**config.mk**
```make
export PLATFORM = sky130hd
export DESIGN_NAME = fft_stage_scheduler_flat
export DESIGN_NICKNAME = d
export VERILOG_FILES = /design/src/rtl/fft_sched_pkg.sv /design/src/rtl/fft_stage_scheduler_if.sv /design/src/rtl/fft_bf_addr_gen.sv /design/src/rtl/fft_stage_scheduler.sv /design/src/flat_wrapper.sv
export SDC_FILE = /design/constraint.sdc
export NUM_CORES = 1
export LEC_CHECK = 0
export CAP_MARGIN = 20
export CELL_PAD_IN_SITES_DETAIL_PLACEMENT = 0
export CELL_PAD_IN_SITES_GLOBAL_PLACEMENT = 2
export CORE_UTILIZATION = 39
export DETAILED_ROUTE_END_ITERATION = 8
export HOLD_SLACK_MARGIN = 0.06
export PLACE_DENSITY_LB_ADDON = 0.1
export SLEW_MARGIN = 20
export SYNTH_ARGS = -nofsm -noshare
export SYNTH_HDL_FRONTEND = slang
export SYNTH_SLANG_ARGS = --single-unit
```
**constraint.sdc**
```tcl
create_clock -name CLK -period 8.2 [get_ports CLK]
set_clock_uncertainty 0.15 [all_clocks]
set_input_delay 1.64 -clock CLK [delete_from_list [all_inputs] [get_ports CLK]]
set_output_delay 1.64 -clock CLK [all_outputs]
set_load 0.01 [all_outputs]
```
**src/rtl/fft_sched_pkg.sv**
```systemverilog
// Shared constants, phase encodings and FSM state type for the 32-point FFT stage scheduler.
package fft_sched_pkg;

  localparam int N       = 32;
  localparam int LOG2N   = 5;
  localparam int BATCHES = 4;
  localparam int ADDR_W  = LOG2N;

  localparam logic [2:0] PH_MUL1 = 3'd0;
  localparam logic [2:0] PH_MUL2 = 3'd1;
  localparam logic [2:0] PH_MUL3 = 3'd2;
  localparam logic [2:0] PH_MUL4 = 3'd3;
  localparam logic [2:0] PH_IDLE = 3'd4;

  typedef enum logic [2:0] {
    IDLE,
    ALIGN,
    RUN,
    BUBBLE,
    DRAIN,
    DONE
  } sched_state_e;

endpackage

```
**src/rtl/fft_stage_scheduler_if.sv**
```systemverilog
// Control/address bus between the FFT stage scheduler and its host/memory side.
// Optional FFT_SCHED_IFFT_EN adds i_inverse / o_twConj.
interface fft_stage_scheduler_if;
  logic        i_start;
  logic        o_busy;
  logic        o_done;
  logic [2:0]  o_phase;
  logic        o_rdEn;
  logic [4:0]  o_rdAddrTop;
  logic [4:0]  o_rdAddrBot;
  logic [3:0]  o_twIdx;
  logic [3:0]  o_stageLoad;
  logic        o_wrEn;
  logic [39:0] o_wrAddr;
`ifdef FFT_SCHED_IFFT_EN
  logic        i_inverse;
  logic        o_twConj;

  modport master (
    output i_start, i_inverse,
    input  o_busy, o_done, o_phase, o_rdEn, o_rdAddrTop, o_rdAddrBot,
           o_twIdx, o_stageLoad, o_wrEn, o_wrAddr, o_twConj
  );
  modport slave (
    input  i_start, i_inverse,
    output o_busy, o_done, o_phase, o_rdEn, o_rdAddrTop, o_rdAddrBot,
           o_twIdx, o_stageLoad, o_wrEn, o_wrAddr, o_twConj
  );
`else
  modport master (
    output i_start,
    input  o_busy, o_done, o_phase, o_rdEn, o_rdAddrTop, o_rdAddrBot,
           o_twIdx, o_stageLoad, o_wrEn, o_wrAddr
  );
  modport slave (
    input  i_start,
    output o_busy, o_done, o_phase, o_rdEn, o_rdAddrTop, o_rdAddrBot,
           o_twIdx, o_stageLoad, o_wrEn, o_wrAddr
  );
`endif
endinterface

```
**src/rtl/fft_bf_addr_gen.sv**
```systemverilog
// Radix-2 DIT butterfly operand addresses and twiddle index for a given stage and butterfly.
module fft_bf_addr_gen
  import fft_sched_pkg::*;
(
  input  logic [2:0]        stage_i,
  input  logic [3:0]        bf_idx_i,
  output logic [ADDR_W-1:0] top_o,
  output logic [ADDR_W-1:0] bot_o,
  output logic [3:0]        tw_o
);

  logic [ADDR_W-1:0] idx_ext;
  logic [ADDR_W-1:0] half;
  logic [ADDR_W-1:0] mask;

  always_comb begin
    idx_ext = {1'b0, bf_idx_i};
    half    = ADDR_W'(1) << stage_i;
    mask    = half - ADDR_W'(1);
    // Group base is (j >> s) * 2 * half; offset within the group is j mod half.
    top_o   = ((idx_ext >> stage_i) << (stage_i + 3'd1)) | (idx_ext & mask);
    bot_o   = top_o + half;
    tw_o    = (bf_idx_i & mask[3:0]) << (3'd4 - stage_i);
  end

endmodule

```
**src/rtl/fft_stage_scheduler.sv**
```systemverilog
// Sequences reads, staging loads and write-backs of a 32-point radix-2 FFT around a 5-phase shared multiplier.
// Optional FFT_SCHED_IFFT_EN adds inverse-transform twiddle conjugation control.
module fft_stage_scheduler
  import fft_sched_pkg::*;
#(
  parameter int p_inputWidth    = 8,
  parameter int p_PointPosition = 3
) (
  input  logic                  CLK,
  input  logic                  RST,
  fft_stage_scheduler_if.slave  bus
);

  if (p_PointPosition >= p_inputWidth) begin : g_bad_fixed_point
    $error("p_PointPosition must be smaller than p_inputWidth");
  end

  sched_state_e      state_q, state_d;
  logic [2:0]        phase_q, phase_d;
  logic [2:0]        stage_q, stage_d;
  logic [1:0]        batch_q, batch_d;
  logic [3:0]        stage_load_q, stage_load_d;
  logic              col_vld_q, pend_vld_q;
  logic [9:0]        col_q [4];
  logic [39:0]       pend_addr_q;

  logic              rd_en, wr_en, win_end;
  logic [3:0]        bf_idx;
  logic [ADDR_W-1:0] top, bot;
  logic [3:0]        tw;

  fft_bf_addr_gen u_addr_gen (
    .stage_i  (stage_q),
    .bf_idx_i (bf_idx),
    .top_o    (top),
    .bot_o    (bot),
    .tw_o     (tw)
  );

  assign win_end      = (phase_q == PH_IDLE);
  assign phase_d      = win_end ? PH_MUL1 : phase_q + 3'd1;
  assign rd_en        = (state_q == RUN) && !win_end;
  assign bf_idx       = {batch_q, phase_q[1:0]};
  assign wr_en        = win_end && pend_vld_q;
  assign stage_load_d = rd_en ? (4'b0001 << phase_q[1:0]) : 4'b0000;

  always_comb begin
    state_d = state_q;
    stage_d = stage_q;
    batch_d = batch_q;
    case (state_q)
      IDLE: begin
        if (bus.i_start) begin
          state_d = ALIGN;
          stage_d = 3'd0;
          batch_d = 2'd0;
        end
      end
      ALIGN:  if (win_end) state_d = RUN;
      RUN: begin
        if (win_end) begin
          if (batch_q == 2'(BATCHES - 1)) begin
            batch_d = 2'd0;
            if (stage_q == 3'(LOG2N - 1)) begin
              state_d = DRAIN;
            end else begin
              // Next stage reads what this batch writes back at the end of the bubble.
              state_d = BUBBLE;
              stage_d = stage_q + 3'd1;
            end
          end else begin
            batch_d = batch_q + 2'd1;
          end
        end
      end
      BUBBLE: if (win_end) state_d = RUN;
      DRAIN:  if (win_end) state_d = DONE;
      DONE:   state_d = IDLE;
      default: state_d = IDLE;
    endcase
  end

  always_ff @(posedge CLK) begin
    if (RST) begin
      state_q      <= IDLE;
      phase_q      <= PH_IDLE;
      stage_q      <= 3'd0;
      batch_q      <= 2'd0;
      stage_load_q <= 4'b0000;
      col_vld_q    <= 1'b0;
      pend_vld_q   <= 1'b0;
    end else begin
      state_q      <= state_d;
      phase_q      <= phase_d;
      stage_q      <= stage_d;
      batch_q      <= batch_d;
      stage_load_q <= stage_load_d;
      if (rd_en) begin
        col_vld_q <= 1'b1;
      end else if (win_end) begin
        // A batch read in this window is written back at the end of the next one.
        col_vld_q  <= 1'b0;
        pend_vld_q <= col_vld_q;
      end
    end
  end

  always_ff @(posedge CLK) begin
    if (rd_en) col_q[phase_q[1:0]] <= {top, bot};
    if (win_end) pend_addr_q <= {col_q[0], col_q[1], col_q[2], col_q[3]};
  end

`ifdef FFT_SCHED_IFFT_EN
  logic inverse_q;

  always_ff @(posedge CLK) begin
    if (RST) begin
      inverse_q <= 1'b0;
    end else if (state_q == IDLE && bus.i_start) begin
      inverse_q <= bus.i_inverse;
    end
  end

  assign bus.o_twConj = inverse_q;
`endif

  assign bus.o_busy      = (state_q == ALIGN) || (state_q == RUN) ||
                           (state_q == BUBBLE) || (state_q == DRAIN);
  assign bus.o_done      = (state_q == DONE);
  assign bus.o_phase     = phase_q;
  assign bus.o_rdEn      = rd_en;
  assign bus.o_rdAddrTop = rd_en ? top : '0;
  assign bus.o_rdAddrBot = rd_en ? bot : '0;
  assign bus.o_twIdx     = rd_en ? tw : 4'd0;
  assign bus.o_stageLoad = stage_load_q;
  assign bus.o_wrEn      = wr_en;
  assign bus.o_wrAddr    = wr_en ? pend_addr_q : 40'd0;

endmodule

```
**src/flat_wrapper.sv**
```systemverilog
// flat-port wrapper written by rule: the top's interface ports become plain ports
module fft_stage_scheduler_flat import fft_sched_pkg::*;
#(
  parameter int p_inputWidth    = 8,
  parameter int p_PointPosition = 3
)
  (CLK, RST, bus_i_start, bus_o_busy, bus_o_done, bus_o_phase, bus_o_rdEn, bus_o_rdAddrTop, bus_o_rdAddrBot, bus_o_twIdx, bus_o_stageLoad, bus_o_wrEn, bus_o_wrAddr);
  fft_stage_scheduler_if bus_i ();
  input  logic CLK;
  input  logic RST;
  input wire logic [$bits(bus_i.i_start)-1:0] bus_i_start;
  output wire logic [$bits(bus_i.o_busy)-1:0] bus_o_busy;
  output wire logic [$bits(bus_i.o_done)-1:0] bus_o_done;
  output wire logic [$bits(bus_i.o_phase)-1:0] bus_o_phase;
  output wire logic [$bits(bus_i.o_rdEn)-1:0] bus_o_rdEn;
  output wire logic [$bits(bus_i.o_rdAddrTop)-1:0] bus_o_rdAddrTop;
  output wire logic [$bits(bus_i.o_rdAddrBot)-1:0] bus_o_rdAddrBot;
  output wire logic [$bits(bus_i.o_twIdx)-1:0] bus_o_twIdx;
  output wire logic [$bits(bus_i.o_stageLoad)-1:0] bus_o_stageLoad;
  output wire logic [$bits(bus_i.o_wrEn)-1:0] bus_o_wrEn;
  output wire logic [$bits(bus_i.o_wrAddr)-1:0] bus_o_wrAddr;
  assign bus_i.i_start = bus_i_start;
  assign bus_o_busy = bus_i.o_busy;
  assign bus_o_done = bus_i.o_done;
  assign bus_o_phase = bus_i.o_phase;
  assign bus_o_rdEn = bus_i.o_rdEn;
  assign bus_o_rdAddrTop = bus_i.o_rdAddrTop;
  assign bus_o_rdAddrBot = bus_i.o_rdAddrBot;
  assign bus_o_twIdx = bus_i.o_twIdx;
  assign bus_o_stageLoad = bus_i.o_stageLoad;
  assign bus_o_wrEn = bus_i.o_wrEn;
  assign bus_o_wrAddr = bus_i.o_wrAddr;
  fft_stage_scheduler #(.p_inputWidth(p_inputWidth), .p_PointPosition(p_PointPosition)) u_core (.CLK(CLK), .RST(RST), .bus(bus_i));
endmodule
```
==> metrics <==
Final ANT Viol Nets=0; CP Class=register to output pin; TritonCTS Buffers=9; Worst-path clk slew=0.10 ns; synthesized area per cell=13.4 um^2; max-cap viol count=0; Pwr Density=193 nW/um^2; Leak=0.00180 uW; Fin Setup TNS=0 ns; Slew @ Worst Pin=between 0.9 and 1 ns; Final Cycle Share=0.761; nets=395; vias in the first global route=roughly 2400; Routed WL=between 8000 and 9000 um; Max Root-Sink Buffers=2; Crit path top cell by count=ha_1; worst IR drop on VDD=between 0.07 and 0.08 mV; Slew Viols, Final=0; min cycle time layout=6.24 ns; cts repair resizes=0; most frequent cells in the layout=edfxtp_1, clkdlybuf4s50_1, and2_1; setup repair bufs after CTS=0; Top FF cell, synth=edfxtp_1; Sink Count=between 90 and 100; DR pass1 iterations=4; vias post-DR=about 2500; CTS tree=done; WL/cell=about 16 um; Util after Layout=0.495; Die W=~100 um; Cells after Synth=306; crit-path leading delay family=simple AND/OR/NAND/NOR gates; synthesized area=a little over 4000 um^2; H-Tree Depth=3; Die Ht=105 um; YS warnings=0; post-DR vias/cell=about 5; share of cells above drive strength 1=0.0580; Crit-path slowest cell=dfxtp_1; gr usage total=0.155; Syn Nets=between 300 and 400; port bufs=67; worst path bufs/invs=2; hold_buf cts=0; Cell Chain, Critical Path=inv_1 -> ha_1 -> or3b_1 -> o211ai_1 -> a32o_1 -> ha_1 -> and3_1 -> or3_4 -> a22o_1 -> a21oi_2 -> clkdlybuf4s50_1; critical path data required time=around 6.4 ns; die area=~11000 um^2; first-pass GRT wire length=12700 um; # rows=37; Clk Latency, worst-skew pair=approximately 0.36 ns; DR DRC count=0; Final Setup Violations=0; Root Driver=clkbuf_8; Min-Delay Path Depth=0; Crit Path Max Fanout=16; sequential area share after synthesis=0.668; commonest non-fill, non-tap cell in the layout=edfxtp_1; Seq cells post-synth=between 90 and 100; Yosys cell types=45; slowest stage delay, CP=0.67 ns; Hold/Removal Path Class=register to register; Post-synth EDFFs=80; Slew HR=0.347; Worst Setup Start Kind=register; Placer Congestion=0.787; hold_ws=roughly 0.26 ns; R2R cell count=10; status=finished clean; area grow syn2layout=24.0%; initial core utilization=0.399; Levels on crit path=11; IO Pins=68; Worst EP arrival=~4.5 ns; Initial DRC Count=~130; Final Hold Vio Count=0; Setup crit end kind=output pin; gr ovfl total=0; Final HPWL DP=~5700 um; Core ar.=10300 um^2; largest net degree at the start of global routing=50; Max Clock Freq=~160 MHz; antenna violations before repair=0; RSZ-0062 raised after global routing=no; Async S/R FF share, synth=0; ant diodes=0
kinds of logic after synthesis:
logic type / count (synthesis) / synth area share
buffers and inverters: 24 / 0.0229
adders and majority gates: 18 / 0.0567
xor gates and xnor gates: 5 / 0.0107
DFF: 97 / 0.668
muxes: 2 / 0.00488
and+or+nand+nor: 117 / 0.165
AOI/OAI and AO/OA: 43 / 0.0714
cell usage after synthesis, types with 2 or more instances:
| cell type | count | area share |
|---|---|---|
| nand3b_1 | 2 | 0.0037 |
| nand2_1 | 14 | 0.013 |
| buf_2 | 3 | 0.0037 |
| clkbuf_1 | 7 | 0.0064 |
| mux2i_1 | 2 | 0.0049 |
| nor3_1 | 6 | 0.0073 |
| xor2_1 | 2 | 0.0043 |
| ha_1 | 17 | 0.052 |
| o21a_1 | 2 | 0.0037 |
| nand3_1 | 4 | 0.0049 |
| o21ai_0 | 6 | 0.0073 |
| nor2b_1 | 5 | 0.0076 |
| a31oi_1 | 2 | 0.0030 |
| nand4_1 | 6 | 0.0092 |
| inv_1 | 12 | 0.011 |
| a2bb2oi_1 | 2 | 0.0043 |
| a21o_1 | 2 | 0.0037 |
| xnor2_1 | 3 | 0.0064 |
| inv_2 | 2 | 0.0018 |
| or3b_1 | 2 | 0.0043 |
| and3_1 | 6 | 0.0092 |
| o211ai_1 | 2 | 0.0037 |
| nor2_1 | 12 | 0.011 |
| o31ai_1 | 2 | 0.0037 |
| nor4b_1 | 2 | 0.0043 |
| nand2b_1 | 4 | 0.0061 |
| dfxtp_1 | 17 | 0.083 |
| a21oi_1 | 13 | 0.016 |
| edfxtp_1 | 80 | 0.59 |
| and2_1 | 52 | 0.079 |
metal layers:
metal,vias up,wire length [um],GRT usage
met5,-,0,0
met4,0,176,0.0745
met3,11,230,0.0306
met2,55,3930,0.258
met1,1216,3780,0.193
li1,1238,-,-
final timing paths:
check	end	start	slack (ns)
max	bus_o_rdAddrBot[4]	u_core.stage_q[0]	1.96
min reg2reg	u_core.pend_addr_q[31]	u_core.col_q[0][1]	0.26
max reg2reg	u_core.col_q[2][4]	u_core.stage_q[0]	4.28
min	u_core.pend_addr_q[31]	u_core.col_q[0][1]	0.26
sequential cells by signal (all words and copies together), names as in the netlist:
register	flops
u_core.bus.o_phase	3
u_core.bus.o_stageLoad	4
u_core.stage_q	3
u_core.col_vld_q	1
u_core.pend_addr_q	40
u_core.pend_vld_q	1
u_core.batch_q	2
u_core.state_q	3
u_core.col_q	40
where the power goes:
part	switching (uW)	leakage, uW	internal, uW	total, uW
clock network	175	0.0000946	116	291
logic	62.0	0.000830	30.7	92.7
registers	18.2	0.000879	580	598
per-stage QoR:
step	area (um^2)	setup slack, ns	power, uW	cells
after detailed placement	4900	2.36	705	499
final	5090	1.96	982	515
after global routing	5090	1.67	1030	515
after floorplan	4100	3.56	663	306
after global placement	4900	2.45	704	499
after CTS	5080	1.94	991	515
area by class of cell:
cell class              instances  area, um^2
clock buffers                   9         124
multi-input cells             185        1270
clock inverters                 7        58.8
repair buffers                 67         671
inverters                      14        52.6
flip-flops and latches         97        2740
well taps                     136         170
fillers                       941        5190
No activity file was read; power rests on OpenSTA's default activity.
